$ cat src/rtl/uart_pkg.sv
`default_nettype none
// ============================================================================
// Package  : uart_pkg
// Brief    : Parity modes, receiver state encoding and baud divider helper.
// Revision : 1.0
// ============================================================================
package uart_pkg;

    localparam int PAR_NONE = 0;
    localparam int PAR_EVEN = 1;
    localparam int PAR_ODD  = 2;

    typedef enum logic [2:0] {
        ST_IDLE  = 3'd0,
        ST_START = 3'd1,
        ST_DATA  = 3'd2,
        ST_PAR   = 3'd3,
        ST_STOP  = 3'd4
    } rx_state_t;

    // Rounded clock divider giving one oversample tick per call result.
    function automatic int calc_div(input int f_clk, input int baud, input int ovs);
        int den;
        den = baud * ovs;
        return (f_clk + den / 2) / den;
    endfunction

endpackage
`default_nettype wire

$ cat src/rtl/urxd_tick_gen.sv
`default_nettype none
// ============================================================================
// Module   : urxd_tick_gen
// Brief    : Oversample prescaler; one-clk o_ce every DIV clocks, clearable.
// Revision : 1.0
// ============================================================================
module urxd_tick_gen #(
    parameter int DIV = 27
) (
    input  logic clk,
    input  logic rst,
    input  logic i_clr,
    output logic o_ce
);

    localparam int            CW     = (DIV > 1) ? $clog2(DIV) : 1;
    localparam logic [CW-1:0] c_LAST = CW'(DIV - 1);

    logic [CW-1:0] r_cnt;
    logic          r_ce;

    always_ff @(posedge clk) begin
        if (rst || i_clr) begin
            r_cnt <= '0;
            r_ce  <= 1'b0;
        end else if (r_cnt == c_LAST) begin
            r_cnt <= '0;
            r_ce  <= 1'b1;
        end else begin
            r_cnt <= r_cnt + CW'(1);
            r_ce  <= 1'b0;
        end
    end

    assign o_ce = r_ce;

endmodule
`default_nettype wire

$ cat src/rtl/urxd_nb_rx.sv
`default_nettype none
// ============================================================================
// Module   : urxd_nb_rx
// Brief    : Parametrised UART receiver, 3-sample majority vote, parity/framing flags.
// Revision : 1.0
// ============================================================================
module urxd_nb_rx
    import uart_pkg::*;
#(
    parameter int F_CLK  = 50_000_000,
    parameter int BAUD   = 115_200,
    parameter int NB     = 8,
    parameter int PARITY = 0,
    parameter int NSTOP  = 1,
    parameter int OVS    = 16
) (
    input  logic          clk,
    input  logic          rst,
    input  logic          URXD,
    input  logic          en_rx,
    output logic [NB-1:0] rx_dat,
    output logic          ok_rx_byte,
    output logic          err_par,
    output logic          err_frame,
    output logic          start_rx,
    output logic [3:0]    cb_bit,
    output logic          ce_tact,
    output logic          ce_bit,
    output logic          T_start,
    output logic          T_dat,
    output logic          T_par,
    output logic          T_stop
);

    localparam int         DIV         = calc_div(F_CLK, BAUD, OVS);
    localparam logic       c_PAR_EN    = (PARITY == PAR_EVEN) || (PARITY == PAR_ODD);
    localparam logic       c_PAR_ODD   = (PARITY == PAR_ODD);
    localparam logic [3:0] c_TICK_S0   = 4'(OVS / 2 - 1);
    localparam logic [3:0] c_TICK_S1   = 4'(OVS / 2);
    localparam logic [3:0] c_TICK_S2   = 4'(OVS / 2 + 1);
    localparam logic [3:0] c_TICK_LAST = 4'(OVS - 1);
    localparam logic [3:0] c_LAST_DATA = 4'(NB - 1);
    localparam logic [3:0] c_LAST_STOP = 4'(NB + ((PARITY != PAR_NONE) ? 1 : 0) + NSTOP - 1);

    rx_state_t     r_state;
    rx_state_t     w_state_nxt;
    logic [2:0]    r_sync;
    logic [3:0]    r_tick;
    logic          r_s0;
    logic          r_s1;
    logic [NB-1:0] r_shift;
    logic [3:0]    r_cb;
    logic          r_par_pend;
    logic          r_frm_pend;
    logic [NB-1:0] r_dat;
    logic          r_err_par;
    logic          r_err_frm;
    logic          r_ok;

    logic          w_rxd;
    logic          w_fall;
    logic          w_ce_tact;
    logic          w_bit_ce;
    logic          w_vote;
    logic          w_tick_clr;
    logic [NB-1:0] w_shift_nxt;
    logic [3:0]    w_cb_nxt;
    logic          w_par_pend_nxt;
    logic          w_frm_pend_nxt;
    logic [NB-1:0] w_dat_nxt;
    logic          w_err_par_nxt;
    logic          w_err_frm_nxt;
    logic          w_ok_nxt;

    assign w_rxd    = r_sync[1];
    assign w_fall   = r_sync[2] & ~r_sync[1];
    assign w_bit_ce = w_ce_tact && (r_tick == c_TICK_S2);
    assign w_vote   = (r_s0 & r_s1) | (r_s0 & w_rxd) | (r_s1 & w_rxd);

    urxd_tick_gen #(
        .DIV   (DIV)
    ) u_tick (
        .clk   (clk),
        .rst   (rst),
        .i_clr (w_tick_clr),
        .o_ce  (w_ce_tact)
    );

    // A held-low line never produces a falling edge, so a break cannot retrigger frames.
    always_ff @(posedge clk) begin
        if (rst) begin
            r_sync <= 3'b111;
        end else begin
            r_sync <= {r_sync[1:0], URXD};
        end
    end

    // Tick index restarts at 1 so that index 0 lands on each bit boundary.
    always_ff @(posedge clk) begin
        if (rst || w_tick_clr) begin
            r_tick <= 4'd1;
            r_s0   <= 1'b1;
            r_s1   <= 1'b1;
        end else if (w_ce_tact) begin
            r_tick <= (r_tick == c_TICK_LAST) ? 4'd0 : r_tick + 4'd1;
            if (r_tick == c_TICK_S0) r_s0 <= w_rxd;
            if (r_tick == c_TICK_S1) r_s1 <= w_rxd;
        end
    end

    always_ff @(posedge clk) begin
        if (rst) begin
            r_state    <= ST_IDLE;
            r_shift    <= '0;
            r_cb       <= 4'd0;
            r_par_pend <= 1'b0;
            r_frm_pend <= 1'b0;
            r_dat      <= '0;
            r_err_par  <= 1'b0;
            r_err_frm  <= 1'b0;
            r_ok       <= 1'b0;
        end else begin
            r_state    <= w_state_nxt;
            r_shift    <= w_shift_nxt;
            r_cb       <= w_cb_nxt;
            r_par_pend <= w_par_pend_nxt;
            r_frm_pend <= w_frm_pend_nxt;
            r_dat      <= w_dat_nxt;
            r_err_par  <= w_err_par_nxt;
            r_err_frm  <= w_err_frm_nxt;
            r_ok       <= w_ok_nxt;
        end
    end

    always_comb begin
        w_state_nxt    = r_state;
        w_shift_nxt    = r_shift;
        w_cb_nxt       = r_cb;
        w_par_pend_nxt = r_par_pend;
        w_frm_pend_nxt = r_frm_pend;
        w_dat_nxt      = r_dat;
        w_err_par_nxt  = r_err_par;
        w_err_frm_nxt  = r_err_frm;
        w_ok_nxt       = 1'b0;
        w_tick_clr     = 1'b0;
        if (!en_rx) begin
            w_state_nxt = ST_IDLE;
        end else begin
            case (r_state)
                ST_IDLE: begin
                    if (w_fall) begin
                        w_state_nxt = ST_START;
                        w_tick_clr  = 1'b1;
                        w_cb_nxt    = 4'd0;
                    end
                end
                ST_START: begin
                    if (w_bit_ce) begin
                        if (w_vote) begin
                            w_state_nxt = ST_IDLE;
                        end else begin
                            w_state_nxt    = ST_DATA;
                            w_cb_nxt       = 4'd0;
                            w_par_pend_nxt = 1'b0;
                            w_frm_pend_nxt = 1'b0;
                        end
                    end
                end
                ST_DATA: begin
                    if (w_bit_ce) begin
                        w_shift_nxt = {w_vote, r_shift[NB-1:1]};
                        w_cb_nxt    = r_cb + 4'd1;
                        if (r_cb == c_LAST_DATA) begin
                            w_state_nxt = c_PAR_EN ? ST_PAR : ST_STOP;
                        end
                    end
                end
                ST_PAR: begin
                    if (w_bit_ce) begin
                        w_par_pend_nxt = (^r_shift) ^ w_vote ^ c_PAR_ODD;
                        w_cb_nxt       = r_cb + 4'd1;
                        w_state_nxt    = ST_STOP;
                    end
                end
                ST_STOP: begin
                    if (w_bit_ce) begin
                        w_cb_nxt       = r_cb + 4'd1;
                        w_frm_pend_nxt = r_frm_pend | ~w_vote;
                        if (r_cb == c_LAST_STOP) begin
                            w_dat_nxt     = r_shift;
                            w_err_par_nxt = r_par_pend;
                            w_err_frm_nxt = r_frm_pend | ~w_vote;
                            w_ok_nxt      = 1'b1;
                            if (w_fall) begin
                                w_state_nxt = ST_START;
                                w_tick_clr  = 1'b1;
                                w_cb_nxt    = 4'd0;
                            end else begin
                                w_state_nxt = ST_IDLE;
                            end
                        end
                    end
                end
                default: w_state_nxt = ST_IDLE;
            endcase
        end
    end

    assign rx_dat     = r_dat;
    assign ok_rx_byte = r_ok;
    assign err_par    = r_err_par;
    assign err_frame  = r_err_frm;
    assign start_rx   = (r_state != ST_IDLE);
    assign cb_bit     = r_cb;
    assign ce_tact    = w_ce_tact;
    assign ce_bit     = w_bit_ce && (r_state != ST_IDLE);
    assign T_start    = (r_state == ST_START);
    assign T_dat      = (r_state == ST_DATA);
    assign T_par      = (r_state == ST_PAR);
    assign T_stop     = (r_state == ST_STOP);

endmodule
`default_nettype wire

$ cat config.mk
export PLATFORM = sky130hd
export DESIGN_NAME = urxd_nb_rx
export DESIGN_NICKNAME = d
export VERILOG_FILES = /design/src/rtl/uart_pkg.sv /design/src/rtl/urxd_tick_gen.sv /design/src/rtl/urxd_nb_rx.sv
export SDC_FILE = /design/constraint.sdc
export NUM_CORES = 1
export LEC_CHECK = 0
export ABC_AREA = 1
export CORE_ASPECT_RATIO = 1.4
export CORE_MARGIN = 8
export CORE_UTILIZATION = 59
export CTS_CLUSTER_DIAMETER = 80
export DETAILED_ROUTE_END_ITERATION = 12
export GPL_TIMING_DRIVEN = 0
export PLACE_DENSITY = 0.84
export SETUP_SLACK_MARGIN = 0.15
export SLEW_MARGIN = 30
export SYNTH_ARGS = -nofsm -noshare
export SYNTH_HDL_FRONTEND = slang
export SYNTH_SLANG_ARGS = --single-unit
export TNS_END_PERCENT = 10
$ cat constraint.sdc
create_clock -name clk -period 2.1 [get_ports clk]
set_input_delay 0.42 -clock clk [delete_from_list [all_inputs] [get_ports clk]]
set_output_delay 0.42 -clock clk [all_outputs]
set_load 0.01 [all_outputs]
==> impl_metrics.ini <==
[die]
fp.coreArea_sq_um = 3610
initial_core_util = 0.613
fp.dieW_microns = 67.8
die_area_sq_um = 6000
row_count = 26
io_pins = 26
die_y_microns = 88.5

[yosys]
synth.cell_area_sq_um = 2210
yosysTopAreaCell = dfxtp_1
synthFlopType = dfxtp_1
ys_seq_area_frac = 0.389
netlist.area_leader.share = 0.389
avgSynthCellArea_sq_um = 7.05
synth_nets = 325
syn_inst = 314
synth_edf_count = 0
netlist-cell-type-count = 35
async_reset_ff_frac = 0
synthTopCellsByArea = dfxtp_1 39%, nand2_1 13%, inv_1 7.1%
ys_ff_latch = 43
yosysWarnings = 0

[cts]
cts.path.max_buffers = 2
clock_latency_ns = 0.29
cts_root_buffer = clkbuf_8
path_clk_slew_ns = 0.08
ctsHoldBuffers = 0
cts.sinks = 43
cts_tree = done
cts_max_level = 2
cts_buffers = 5

[critical_path]
crit_buf_inv = 3
required_ns = 1.68
crit_fanout = 6
slowest_delay_ns = 0.54
critPathTopFamily = buffers and inverters
slowest_stage = clkdlybuf4s50_1
critPathKind = reg -> out
crit_arrival_ns = 1.61
cp_common_cell = inv_1
crit_path_cell_trace = inv_1, nor2_4, nand2_1, inv_1, clkdlybuf4s50_1
startpoint_type = flop
endpoint_kind = primary output

[sta]
skew_ns = 0.00405
fin_crit_ns = 2.03
max_freq_mhz = 492
worstMarginPinSlew_ns = 0.373
finalMaxSlewViolations = 0
setup_viol = 0
min_period_over_period = 0.967
fin_ws_ns = 0.0683
hold_viol = 0
timing.hold.ws_ns = 0.413
slew_headroom = 0.749
rsz0062_at_grt = yes

[routing]
drc_errors = 0
wl_met2_microns = 2490
via_per_inst = 5.27
wl_met3_microns = 163
highest_layer = met4
vias = 2055
drt_pass1_iterations = 4
wirelength_microns = 4830
post_drt_wl_per_cell_microns = 12.4
met1_length_microns = 2050
drtIter0Drc = 139
drtAntennaViolNets = 0

[power_and_ir_drop]
powerDensity_nw_per_um2 = 559
p_leak_uw = 0.00119
vdd_drop_max_v = 0.000608
finalPower_uw = 1460

[layout]
fin_util = 0.724
antennaDiodeCount = 0
final_cell_mix = 74 x nand2_1, 42 x dfxtp_1, 41 x inv_1
area_growth_pct = 18.1
final_cells = 390
num-fill-cells = 314
fin_nets = 358
drive_gt1_frac = 0.124
layout_commonest_cell = nand2_1

[job]
drv_cap = 0

[grt]
grt-ovfl-total = 0
grt_pass1_vias = 1979
grt_use_total = 0.174
grt_max_degree = 14
antenna_found_initial = 0
grt_pass1_wl_microns = 8270

[place]
gp_congestion = 0.907
place_ws_ns = 0.153
place_inst = 381
place_hpwl_microns = 3700
portBuffers = 25

[worst_hold_path]
min-delay-path-class = reg -> reg

[status]
status = finished clean
-- cell usage after synthesis, drive strengths merged (3+ instances only) --
cell type and count:
a21oi 27, buf 4, dfxtp 43, ha 7, inv 44, nand2 82, nand3 13, nand4 4
nor2 34, nor3 7, o21ai 31, or2 3, xor2 4
-- cells by family (layout without fill, tap and decap cells) --
group | after synthesis | after routing | share of synthesized area
and+or+nand+nor | 145 | 145 | 0.298
AOI/OAI and AO/OA | 63 | 63 | 0.159
buffers and inverters | 51 | 85 | 0.0938
DFF | 43 | 43 | 0.389
adders and majority gates | 7 | 7 | 0.0396
xor gates and xnor gates | 5 | 5 | 0.0198
-- final timing paths --
kind	startpoint	to	slack, ns	cells past startpoint
worst max-delay path	r_state[1]	T_par	0.07	5
worst min-delay path	r_sync[0]	r_sync[1]	0.41	1
worst max register to register	cb_bit[0]	u_tick.r_cnt[2]	0.37	11
worst min register to register	r_sync[0]	r_sync[1]	0.41	1
-- repair_timing --
| item | 4_1_cts | 5_1_grt |
|---|---|---|
| resized for setup | 6 | 3 |
| endpoints found under the setup margin | 6 | 3 |
| setup buffers | 1 | 0 |
-- flip-flops by register name, indices dropped and copies added, names as in the netlist, 3 cells and up --
name,flops
r_state,3
u_tick.r_cnt,5
r_sync,3
cb_bit,4
r_tick,4
r_shift,8
rx_dat,8
-- per-layer routing --
| layer | global-route usage | vias up |
|---|---|---|
| met2 | 0.316 | 43 |
| met1 | 0.186 | 933 |
| li1 | - | 1070 |
| met5 | 0 | - |
| met3 | 0.0330 | 9 |
| met4 | 0.0763 | 0 |
-- metrics by stage --
stage	instance area [sq um]	TNS, ns
6_report	2620	0
3_5_place_dp	2520	0
3_3_place_gp	2520	0
4_1_cts	2610	0
2_1_floorplan	2210	0
5_1_grt	2620	-0.0124
-- worst reg2reg max path, cell delays in order (launching register included) --
cell and delay, ns:
dfxtp_1 0.43, inv_1 0.09, ha_1 0.20, nand2_1 0.06, nor2_1 0.05, inv_1 0.11
nor2_1 0.07, nand2_2 0.13, o21ai_2 0.07, nand2_2 0.12, nand3_2 0.13, nor3_1 0.17
-- power breakdown --
| group | internal, uW | switching, uW |
|---|---|---|
| Clock | 232 | 275 |
| Sequential | 825 | 10.5 |
| Combinational | 43.1 | 75.2 |
-- area by class of cell --
cell class | count | area [sq um] | share of cell area
flip-flops and latches | 43 | 862 | 0.330
plain buffers | 5 | 32.5 | 0.0124
repair buffers | 26 | 255 | 0.0976
clock buffers | 6 | 72.6 | 0.0278
inverters | 46 | 175 | 0.0670
clock inverters | 2 | 12.5 | 0.00478
multi-input cells | 220 | 1150 | 0.441
well taps | 42 | 52.6 | 0.0201
No activity file was read; power rests on OpenSTA's default activity.
